==> src/rtl/hpio_link_ctrl.sv <==
// hpio_link_ctrl: HPIO native-PHY bring-up sequencer and loopback link checker
module hpio_link_ctrl #(
  parameter int LOCK_CNT  = 16,
  parameter int ERR_LIMIT = 4,
  parameter int TIMEOUT   = 65535
) (
  input  logic        clk,
  input  logic        rst_n,
  input  logic        main_locked,
  input  logic        tx_locked,
  input  logic        rx_locked,
  input  logic        tx_seq_done,
  input  logic        rx_seq_done,
  input  logic        tx_dly_rdy,
  input  logic        rx_dly_rdy,
  input  logic        tx_vtc_rdy,
  input  logic        rx_vtc_rdy,
  output logic        en_vtc,
  output logic        gen_en,
  input  logic        fifo_empty,
  output logic        fifo_rd_en,
  input  logic [7:0]  rx_data,
  output logic [2:0]  rot,
  output logic        linked,
  output logic        fail,
  output logic [15:0] err_cnt,
  output logic [3:0]  state
);
  typedef enum logic [3:0] {IDLE, WAIT_LOCK, WAIT_SEQ, WAIT_DLY, WAIT_VTC, ALIGN, LINKED, FAIL} state_t;
  localparam logic [7:0]  LOCK_LAST = 8'(LOCK_CNT - 1);
  localparam logic [7:0]  ERR_LAST  = 8'(ERR_LIMIT - 1);
  localparam logic [19:0] TMO_LAST  = 20'(TIMEOUT - 1);
  state_t      st;
  logic [8:0]  meta, sync;
  logic [19:0] tmo;
  logic [7:0]  prev, good_cnt, bad_cnt;
  logic        vld, have_prev, locks_ok, lost, tmo_hit, good_word;
  function automatic logic [7:0] ror8(input logic [7:0] x, input logic [2:0] n);
    logic [15:0] d;
    d = {x, x} >> n;
    return d[7:0];
  endfunction
  assign locks_ok   = &sync[2:0];
  assign lost       = !locks_ok && st != IDLE && st != WAIT_LOCK && st != FAIL;
  assign tmo_hit    = tmo == TMO_LAST;
  assign good_word  = ror8(rx_data, rot) == ror8(prev, rot) + 8'd1;
  assign fifo_rd_en = (st == ALIGN || st == LINKED) && !fifo_empty;
  assign state      = st;
  // two-flop synchronizers for the status flags, plus the read-data valid strobe
  always_ff @(posedge clk or negedge rst_n) begin
    if (!rst_n) begin
      meta <= '0;
      sync <= '0;
      vld  <= 1'b0;
    end else begin
      meta <= {rx_vtc_rdy, tx_vtc_rdy, rx_dly_rdy, tx_dly_rdy, rx_seq_done, tx_seq_done, rx_locked, tx_locked, main_locked};
      sync <= meta;
      vld  <= fifo_rd_en;
    end
  end
  // bring-up sequencer, rotation search and link monitor
  always_ff @(posedge clk or negedge rst_n) begin
    if (!rst_n) begin
      st        <= IDLE;
      tmo       <= '0;
      en_vtc    <= 1'b0;
      gen_en    <= 1'b0;
      linked    <= 1'b0;
      fail      <= 1'b0;
      rot       <= '0;
      err_cnt   <= '0;
      good_cnt  <= '0;
      bad_cnt   <= '0;
      prev      <= '0;
      have_prev <= 1'b0;
    end else begin
      tmo <= tmo + 20'd1;
      if (lost) begin
        st        <= WAIT_LOCK;
        tmo       <= '0;
        en_vtc    <= 1'b0;
        gen_en    <= 1'b0;
        linked    <= 1'b0;
        rot       <= '0;
        good_cnt  <= '0;
        bad_cnt   <= '0;
        have_prev <= 1'b0;
      end else begin
        case (st)
          IDLE: begin
            st  <= WAIT_LOCK;
            tmo <= '0;
          end
          WAIT_LOCK:
            if (locks_ok) begin
              st  <= WAIT_SEQ;
              tmo <= '0;
            end else if (tmo_hit) begin
              st   <= FAIL;
              fail <= 1'b1;
            end
          WAIT_SEQ:
            if (&sync[4:3]) begin
              st  <= WAIT_DLY;
              tmo <= '0;
            end else if (tmo_hit) begin
              st   <= FAIL;
              fail <= 1'b1;
            end
          WAIT_DLY:
            if (&sync[6:5]) begin
              st     <= WAIT_VTC;
              tmo    <= '0;
              en_vtc <= 1'b1;
            end else if (tmo_hit) begin
              st   <= FAIL;
              fail <= 1'b1;
            end
          WAIT_VTC:
            if (&sync[8:7]) begin
              st        <= ALIGN;
              tmo       <= '0;
              gen_en    <= 1'b1;
              good_cnt  <= '0;
              have_prev <= 1'b0;
            end else if (tmo_hit) begin
              st   <= FAIL;
              fail <= 1'b1;
            end
          ALIGN: begin
            if (vld) begin
              prev      <= rx_data;
              have_prev <= 1'b1;
              good_cnt  <= have_prev && good_word ? good_cnt + 8'd1 : 8'd0;
              if (have_prev && !good_word) rot <= rot + 3'd1;
            end
            if (vld && have_prev && good_word && good_cnt == LOCK_LAST) begin
              st      <= LINKED;
              tmo     <= '0;
              linked  <= 1'b1;
              bad_cnt <= '0;
            end else if (tmo_hit) begin
              st   <= FAIL;
              fail <= 1'b1;
            end
          end
          LINKED:
            if (vld) begin
              prev    <= rx_data;
              bad_cnt <= good_word ? 8'd0 : bad_cnt + 8'd1;
              if (!good_word && err_cnt != 16'hFFFF) err_cnt <= err_cnt + 16'd1;
              if (!good_word && bad_cnt == ERR_LAST) begin
                st        <= ALIGN;
                tmo       <= '0;
                linked    <= 1'b0;
                good_cnt  <= '0;
                have_prev <= 1'b0;
              end
            end
          default: ;
        endcase
      end
    end
  end
endmodule
==> config.mk <==
export PLATFORM = sky130hd
export DESIGN_NAME = hpio_link_ctrl
export DESIGN_NICKNAME = d
export VERILOG_FILES = /design/src/rtl/hpio_link_ctrl.sv
export SDC_FILE = /design/constraint.sdc
export NUM_CORES = 1
export LEC_CHECK = 0
export ABC_AREA = 1
export BUFFER_PORTS_ARGS = -buffer_cell sky130_fd_sc_hd__clkbuf_2
export CAP_MARGIN = 30
export CORE_ASPECT_RATIO = 0.5
export CORE_MARGIN = 2
export CORE_UTILIZATION = 45
export CTS_BUF_LIST = sky130_fd_sc_hd__clkbuf_4 sky130_fd_sc_hd__clkbuf_8 sky130_fd_sc_hd__clkbuf_16
export DETAILED_ROUTE_END_ITERATION = 16
export HOLD_SLACK_MARGIN = 0.12
export SYNTH_ARGS = -nofsm -noshare
export SYNTH_HDL_FRONTEND = slang
export SYNTH_SLANG_ARGS = --single-unit
==> constraint.sdc <==
create_clock -name clk -period 4.4 [get_ports clk]
set_clock_uncertainty 0.05 [all_clocks]
set_input_delay 1.1 -clock clk [delete_from_list [all_inputs] [get_ports clk]]
set_output_delay 1.1 -clock clk [all_outputs]
set_load 0.005 [all_outputs]
Yosys cells after proc, flatten, opt, wreduce, memory -nomap -nowiden
Index checks and enable logic that the tools add are counted.
{ "word_totals": {"regBits": 91, "latch_bits": 0, "ramBits": 0, "romBits": 0, "in_bits": 20, "wordCells": 147, "mem_count": 0} }
{ "op_classes": {"addsub": 6, "multipliers": 0, "div": 0, "n_lt_le_gt_ge": 0, "eq_ne": 23, "shift": 2, "n_mux": 57, "n_bitwise": 1, "reduce_logical": 43} }
{ "op_table": {"columns": ["op", "count"], "rows": [
  ["2-to-1 mux 20 bit", 8],
  ["case mux 20 bit (7 select lines)", 1],
  ["2-to-1 mux 8 bit", 10],
  ["2-to-1 mux 4 bit", 9],
  [">> shifter 16 x 3 -> 8 bit", 2],
  ["case mux 4 bit (7 select lines)", 1],
  ["adder 8 x 1 -> 8 bit, second input constant", 3],
  ["case mux 8 bit (3 select lines)", 1],
  ["adder 20 x 1 -> 20 bit, second input constant", 1],
  ["equality test 20 x 16 -> 1 bit, second input constant", 1],
  ["2-to-1 mux 1 bit", 19],
  ["adder 16 x 1 -> 16 bit, second input constant", 1],
  ["inequality test 16 bit, second input constant", 1],
  ["case mux 8 bit (2 select lines)", 1],
  ["AND reduction 3 bit", 5],
  ["nonzero test 2 bit", 7],
  ["equality test 4 x 3 -> 1 bit, second input constant", 3],
  ["2-to-1 mux 3 bit", 4],
  ["logical AND 1 bit", 11],
  ["inequality test 2 bit, second input constant", 5],
  ["AND reduction 2 bit", 5],
  ["inequality test 3 bit, second input constant", 3],
  ["equality test 4 x 2 -> 1 bit, second input constant", 2],
  ["equality test 8 x 2 -> 1 bit, second input constant", 1],
  ["22 further kinds", 27]
]} }

Depth between registers and ports, before layout
Gate-level depths: netlist of run 1.
{ "logic_depth": {"ltp_word": 9, "depth_mapped": 23, "ltp_nobuf": 21} }

Worst setup path before layout of run 1
Ideal clock, no wire load.
{ "synth_timing": {"path_type": "input to register", "from": "in rx_data[5]", "to": "reg tmo[11]", "setup_ps": 122, "arrival_time_ps": 2490, "required_ps": 4228, "setup_slack_ps": 1738, "cell_stages": 20, "cell_sequence": "nand2_1 -> nand3_2 -> nand2_1 -> nand2_1 -> nand2_1 -> nand2_1 -> nand2_1 -> nand2_1 -> nand2_1 -> nor2_2 -> nand2_1 -> nor2_2 -> nand2_2 -> buf_6 -> nand3_2 -> nand2_1 -> nand2_1 -> nor2_2 -> buf_6 -> nor2_2"} }
{ "synth_between": {"elab_chain_len": 8, "word_cells_on_any_way": 11, "cone_classes": "eq/ne (1); shift (1); mux (5); reduce/logical (4)"} }
{ "synth_rtl": {"columns": ["item", "line_no", "rtl"], "rows": [
  ["start, declared", "22", "input logic [7:0] rx_data,"],
  [">> shifter 16 x 3 -> 8 bit *", "40", "d = {x, x} >> n;"],
  ["equality test 8 bit *", "46", "assign good_word = ror8(rx_data, rot) == ror8(prev, rot) + 8'd1;"],
  ["logical NOT 1 bit", "152", "if (!good_word && bad_cnt == ERR_LAST) begin"],
  ["logical AND 1 bit", "152", null],
  ["2-to-1 mux 20 bit", "152", null],
  ["2-to-1 mux 20 bit", "148", "if (vld) begin"],
  ["case mux 20 bit (7 select lines) *", "89", "case (st)"],
  ["2-to-1 mux 20 bit *", "78", "if (lost) begin"],
  ["end signal, assigned", "77", "tmo <= tmo + 20'd1;"],
  ["end, declared", "35", "logic [19:0] tmo;"]
]} }
Mark *: on every way between the ends. The rest lies on a longest branch, timed or not.
A chain may end at the register's enable or synchronous reset.

Worst setup path after layout of run 1
{ "layout_timing": {"from": "reg rot[0]", "to": "reg err_cnt[11]"} }
{ "layout_between": {"elab_chain_len": 6, "word_cells_on_any_way": 7, "cone_classes": "add/sub (1); eq/ne (1); shift (2); reduce/logical (3)"} }
{ "layout_rtl": {"columns": ["item", "line_no", "rtl"], "rows": [
  ["start, declared", "23", "output logic [2:0] rot,"],
  ["start signal, assigned", "135", "if (have_prev && !good_word) rot <= rot + 3'd1;"],
  [">> shifter 16 x 3 -> 8 bit", "40", null],
  ["adder 8 x 1 -> 8 bit", "46", null],
  ["equality test 8 bit *", "46", null],
  ["logical NOT 1 bit *", "151", "if (!good_word && err_cnt != 16'hFFFF) err_cnt <= err_cnt + 16'd1;"],
  ["logical AND 1 bit *", "151", null],
  ["AND reduction 4 bit (no line) *", null, null],
  ["end signal, assigned", "151", null],
  ["end, declared", "26", "output logic [15:0] err_cnt,"]
]} }
Marked as above.

==> impl_metrics.ini, run 1 <==
[run_status]
status = finished clean

[power_and_ir_drop]
p_per_area_nw_per_um2 = 350
p_seq_frac = 0.412
switching_share = 0.357
intPower_mw = 1.44
ir_worst_vdd_v = 0.000204
total_power_mw = 2.24
power.leakage_nw = 3.15
power_frac_clock = 0.348
comb_power_share = 0.240
p_sw_mw = 0.800

[critical_path]
cp.required_ns = 4.59
crit_path_start = rot[0]$_DFFE_PN0P_
critPathKind = flip-flop to flip-flop
cp_max_fo = 16
start_kind = flip-flop
worstSetupEndpointType = flip-flop
rr_startpoint = rot[0]$_DFFE_PN0P_
worstPathArrival_ns = 3.78

[sta]
setup_violations = 0
fin_crit_sh = 0.817
max_freq_ghz = 0.278
rsz0062_at_grt = false
relSlewSlack = 0.528
fin_tns_setup_ns = 0
whs_ns = 0.302
slew_violations = 0
worst_pin_slew_ns = 0.707
timing.final.ws_setup_ns = 0.807
timing.final.crit_period_ns = 3.59
hold_viol = 0

[finish]
area_growth_pct = 11.3
fin_area_um2 = 6400
multi_input_area_um2 = 3020
seq_area_um2 = 2280
final_layout_size_suffix_gt1_frac = 0.169
num-fill-cells = 1269
fin_nets = 855
final_cell_count_no_fill = 1003
antenna_cells = 0
fin_util = 0.510

[cts]
cts_tree = yes
cts_resized = 0
holdBufCountCts = 0
cts_setup_buffers = 0
path_clk_slew_ns = 0.07
cts-root-buf = clkbuf_16
cts_made_buffers = 9
clock_path_buffers = 2
clock_latency_ns = 0.35
clkSinkCount = 91
cts_max_level = 3

[yosys]
synth.cell_area_um2 = 5750
yosysWarnings = 0
avgSynthCellArea_um2 = 7.33
syn_inst = 784
synth_top_area_share = 0.396
synth.area.top_cells = dfrtp_1 40%, nand2_1 16%, nand3_1 8.5%
synth_top_cell_by_area = dfrtp_1
syn-num-nets = 811
synth.ff_latch_count = 91
synth.yosys.seq_area_share = 0.396
ys_types = 38

[detailed_routing]
drt_first_pass_iters = 5
finalWirelength_um = 13300
drc = 0
ant_nets = 0
wl_per_cell_um = 13.2
num_vias = 5145
drt_iter0_drc = 351
vias_per_cell = 5.13

[floorplan]
start_util = 0.458
core_um2 = 12600
die_y_um = 83.9
die_x_um = 164
io_pins = 48
fp.dieArea_um2 = 13800
num_rows = 29

[placed_design]
pre_cts_slack_ns = 0.826
dp_hpwl_um = 9750
dp_cells = 987
placed_cell_area_um2 = 6100
portBuffers = 47
gp_congestion = 0.885

[flow_run]
maxCapViolCount = 0

[global_routing]
grt_pass1_wl_um = 23200
antenna_found_initial = 0
overflow = 0
grt_max_degree = 41
grt_pass1_vias = 4900
track_usage = 0.210

[hold_path]
hp-start = meta[4]$_DFF_PN0_
worstHoldPathType = flip-flop to flip-flop
==> worst max-delay path, stage by stage, from the launching register on <==
cell and delay, ns:
dfrtp_1 0.56, buf_4 0.28, inv_8 0.08, nand2_1 0.09
nand3_1 0.12, nand3_1 0.11, o21ai_1 0.13, ha_1 0.36
nand3_1 0.09, nand2_1 0.05, a21oi_1 0.20, nand3_1 0.12
nor2_2 0.13, nand2_2 0.20, nand2_1 0.44, inv_2 0.16
nand2_1 0.15, nor2_1 0.05, nand2_1 0.06, nand2_1 0.05
==> synthesized netlist by cell type (all sizes together) <==
master and n:
a21o 1, a21oi 8, a221oi 1, and3 1, buf 16, clkbuf 5, dfrtp 91, ha 7
inv 74, mux2 8, nand2 254, nand3 108, nand3b 6, nand4 17, nor2 93, nor3 17
nor3b 1, nor4 4, o211ai 2, o21ai 36, o22ai 2, o31ai 2, or2 3, xnor2 5
xor2 22
==> path summary, 6_finish.rpt <==
path                                                end  slack (ns)  cells after the start
worst max-delay path            err_cnt[11]$_DFFE_PN0P_        0.81                     19
worst min-delay path                  sync[4]$_DFF_PN0_        0.30                      0
worst max register to register  err_cnt[11]$_DFFE_PN0P_        0.81                     19
worst min register to register        sync[4]$_DFF_PN0_        0.30                      0
max in group asynchronous        bad_cnt[2]$_DFFE_PN0P_        2.80                      3
min in group asynchronous        err_cnt[5]$_DFFE_PN0P_        0.66                      1
==> kinds of logic (layout without fill, tap and decap cells) <==
group	after synthesis	count (layout)	share of synthesized area
and+or+nand+nor	504	504	0.403
buffers and inverters	95	144	0.0796
DFF	91	91	0.396
AOI/OAI and AO/OA	52	52	0.0492
xor gates and xnor gates	27	27	0.0411
muxes	8	8	0.0157
adders and majority gates	7	7	0.0152
==> layer usage <==
| layer | share of wire | global-route usage |
|---|---|---|
| met3 | 0.043 | 0.0427 |
| met1 | 0.49 | 0.288 |
| met4 | 0.010 | 0.0518 |
| met2 | 0.45 | 0.340 |
| met5 | 0 | 0 |
==> sequential cells by signal, indices dropped and copies added, names as in the netlist <==
name and cells:
bad_cnt 8, prev 8, good_cnt 8, meta 9
rot 3, gen_en 1, fail 1, state 4
linked 1, vld 1, have_prev 1, err_cnt 16
en_vtc 1, sync 9, tmo 20
==> layout by cell type, fill, tap and decap left out, types with 2 or more instances in the layout <==
cell / netlist / layout
nand3_2: 10 / 10
clkinv_8: 0 / 2
clkinv_4: 0 / 2
clkbuf_2: 0 / 46
ha_1: 7 / 7
nor4_1: 4 / 4
nand3_1: 98 / 98
or2_2: 3 / 3
nor2_4: 2 / 2
mux2_2: 8 / 8
nor2_1: 64 / 64
o21ai_0: 26 / 26
xor2_1: 22 / 22
nand2_2: 12 / 12
nand4_1: 17 / 17
nor2_2: 27 / 27
o22ai_1: 2 / 2
o31ai_1: 2 / 2
inv_2: 4 / 4
nor3_1: 16 / 16
a21oi_1: 7 / 7
clkbuf_16: 0 / 9
nand3b_1: 6 / 6
nand2_1: 241 / 241
inv_1: 68 / 68
xnor2_1: 5 / 5
inv_8: 1 / 3
dfrtp_1: 91 / 91
o211ai_1: 2 / 2
buf_4: 0 / 7
o21ai_1: 10 / 10
==> power groups by stage <==
stage / logic (mW) / registers [mW] / clock network (mW)
4_1_cts: 0.540 / 0.923 / 0.806
5_1_grt: 0.609 / 0.929 / 0.842
2_1_floorplan: 0.426 / 0.930 / 0
6_report: 0.537 / 0.923 / 0.779
3_3_place_gp: 0.542 / 0.938 / 0
3_5_place_dp: 0.538 / 0.939 / 0
==> final cells by class <==
class	count	share of cell area
Clock buffer	9	0.0352
Multi-Input combinational cell	598	0.471
Clock inverter	7	0.0127
Inverter	74	0.0449
Tap cell	170	0.0332
Timing Repair Buffer	54	0.0473
Sequential cell	91	0.356
(Power assumes the default switching activity.)
==> run 2, diff against run 1 <==
==> constraint.sdc (replaced) <==
create_clock -name clk -period 3.6 [get_ports clk]
set_clock_uncertainty 0.05 [all_clocks]
set_input_delay 0.9 -clock clk [delete_from_list [all_inputs] [get_ports clk]]
set_output_delay 0.9 -clock clk [all_outputs]
set_load 0.005 [all_outputs]
==> run 2 against run 1 <==
Effect of this change:
- worst hold slack got worse by 0.0026 ns
- highest routed layer unchanged
- largest cell class unchanged
- sequential share of layout area down 0.12 points
- power rose by 21%
- wire length is 0.38% lower
==> impl_metrics.ini, run 2 (synthesis results as in run 1) <==
[detailed_routing]
wl_per_cell_um = 13.1
finalWirelength_um = 13200
drc = 0
ant_nets = 0
vias_per_cell = 5.03
drt_first_pass_iters = 5
drt_iter0_drc = 368
num_vias = 5068

[cts]
cts_made_buffers = 9
cts_tree = yes
holdBufCountCts = 0
clkSinkCount = 91
cts-root-buf = clkbuf_16
path_clk_slew_ns = 0.07
cts_max_level = 3
cts_resized = 0
cts_setup_buffers = 0
clock_path_buffers = 2
clock_latency_ns = 0.34

[hold_path]
hold_depth = 0
hp-start = meta[8]$_DFF_PN0_
hold_path_end = sync[8]$_DFF_PN0_
worstHoldPathType = flip-flop to flip-flop

[sta]
max_freq_ghz = 0.314
fin_crit_sh = 0.885
timing.final.crit_period_ns = 3.18
setup_violations = 0
relSlewSlack = 0.643
whs_ns = 0.300
rsz0062_at_grt = false
hold_viol = 0
slew_violations = 0
worst_pin_slew_ns = 0.535
fin_tns_setup_ns = 0

[global_routing]
overflow = 0
antenna_found_initial = 0
grt_pass1_wl_um = 22800
grt_pass1_vias = 4877
track_usage = 0.205
grt_max_degree = 52

[critical_path]
start_kind = flip-flop
ff2ff_setup_slack_ns = 0.42
critPathKind = flip-flop to flip-flop
worstPathArrival_ns = 3.35
worstPathCellList = nand2_1 -> nand3_1 -> nand2_1 -> o21ai_1 -> ha_1 -> nand3_1 -> nand2_1 -> a21oi_1 -> nand3_1 -> nor2_2 -> nand2_2 -> buf_4 -> nand2_1 -> nand2_1 -> nand2_2 -> o21ai_0
slowest_stage = dfrtp_1
r2r_cells = 16
crit_top_cell = nand2_1
cp.buffers_inverters = 1
worst_path_dominant_cell_family = simple AND/OR/NAND/NOR gates
rr_startpoint = rot[0]$_DFFE_PN0P_
cp.required_ns = 3.77
worstSetupEndpointType = flip-flop
cp_max_fo = 16
rr_endpoint = good_cnt[1]$_DFFE_PN0P_
worst_path_largest_cell_delay_ns = 0.68

[finish]
final_cell_mix = 241 x nand2_1, 98 x nand3_1, 91 x dfrtp_1
multi_input_area_um2 = 3020
seq_area_um2 = 2280
fin_util = 0.512
final_cell_count_no_fill = 1008
final_layout_size_suffix_gt1_frac = 0.174
final_common_cell = nand2_1
num-fill-cells = 1270
fin_nets = 860
reg.largest.list = tmo (20), err_cnt (16)
regMostFlops = tmo
largest_register_ffs = 20
antenna_cells = 0
area_growth_pct = 11.7

[flow_run]
maxCapViolCount = 0

[placed_design]
gp_congestion = 0.896
portBuffers = 47
dp_cells = 992
dp_hpwl_um = 10000

[power_and_ir_drop]
ir_worst_vdd_v = 0.000361
p_per_area_nw_per_um2 = 422
total_power_mw = 2.71
power.leakage_nw = 3.17

[floorplan]
fp.dieArea_um2 = 13800
num_rows = 29
start_util = 0.458
io_pins = 48
core_um2 = 12600
die_y_um = 83.9
die_x_um = 164

[run_status]
status = finished clean
[run 2: layout make-up]
class                   instances  area share
clock buffers                   9      0.0351
clock inverters                 7      0.0103
inverters                      74      0.0448
multi-input cells             598       0.469
flip-flops and latches         91       0.354
well taps                     170      0.0331
repair buffers                 59      0.0530
[run 2: stage by stage]
step / area (um2) / setup WS [ns]
floorplan: 5750 / 1.08
global placement: 6130 / 0.551
finish: 6420 / 0.415
CTS: 6420 / 0.388
global route: 6420 / 0.0787
detailed placement: 6130 / 0.396
[run 2: worst reg2reg max path, stage by stage, from the launching register on]
cell	delay (ns)
dfrtp_1	0.68
nand2_1	0.15
nand3_1	0.14
nand2_1	0.09
o21ai_1	0.24
ha_1	0.29
nand3_1	0.08
nand2_1	0.05
a21oi_1	0.16
nand3_1	0.12
nor2_2	0.13
nand2_2	0.08
buf_4	0.18
nand2_1	0.09
nand2_1	0.13
nand2_2	0.27
o21ai_0	0.14
[run 2: metal layers]
layer / share of wire / global-route usage / up-vias
met1: 0.49 / 0.287 / 2305
met2: 0.45 / 0.325 / 108
met5: 0 / 0 / -
met3: 0.044 / 0.0397 / 19
li1: - / - / 2636
met4: 0.011 / 0.0542 / 0
[run 2: how the worst max path moves through the flow]
stage	startpoint	to	slack, ns	cells after the start
after detailed placement	rot[0]$_DFFE_PN0P_	good_cnt[5]$_DFFE_PN0P_	0.40	16
after global routing	rot[0]$_DFFE_PN0P_	good_cnt[1]$_DFFE_PN0P_	0.08	16
after CTS	rot[0]$_DFFE_PN0P_	good_cnt[1]$_DFFE_PN0P_	0.39	16
after global placement	rot[0]$_DFFE_PN0P_	good_cnt[7]$_DFFE_PN0P_	0.55	18
final	rot[0]$_DFFE_PN0P_	good_cnt[1]$_DFFE_PN0P_	0.42	16
after floorplan	rot[0]$_DFFE_PN0P_	tmo[11]$_DFF_PN0_	1.08	18
[run 2: report_power, final]
group	total, mW	switching (mW)	leakage, nW	internal, mW
sequential	1.13	0.0484	1.18	1.08
clock	0.920	0.434	0.138	0.486
combinational	0.668	0.472	1.85	0.196
total	2.71	0.954	3.17	1.76
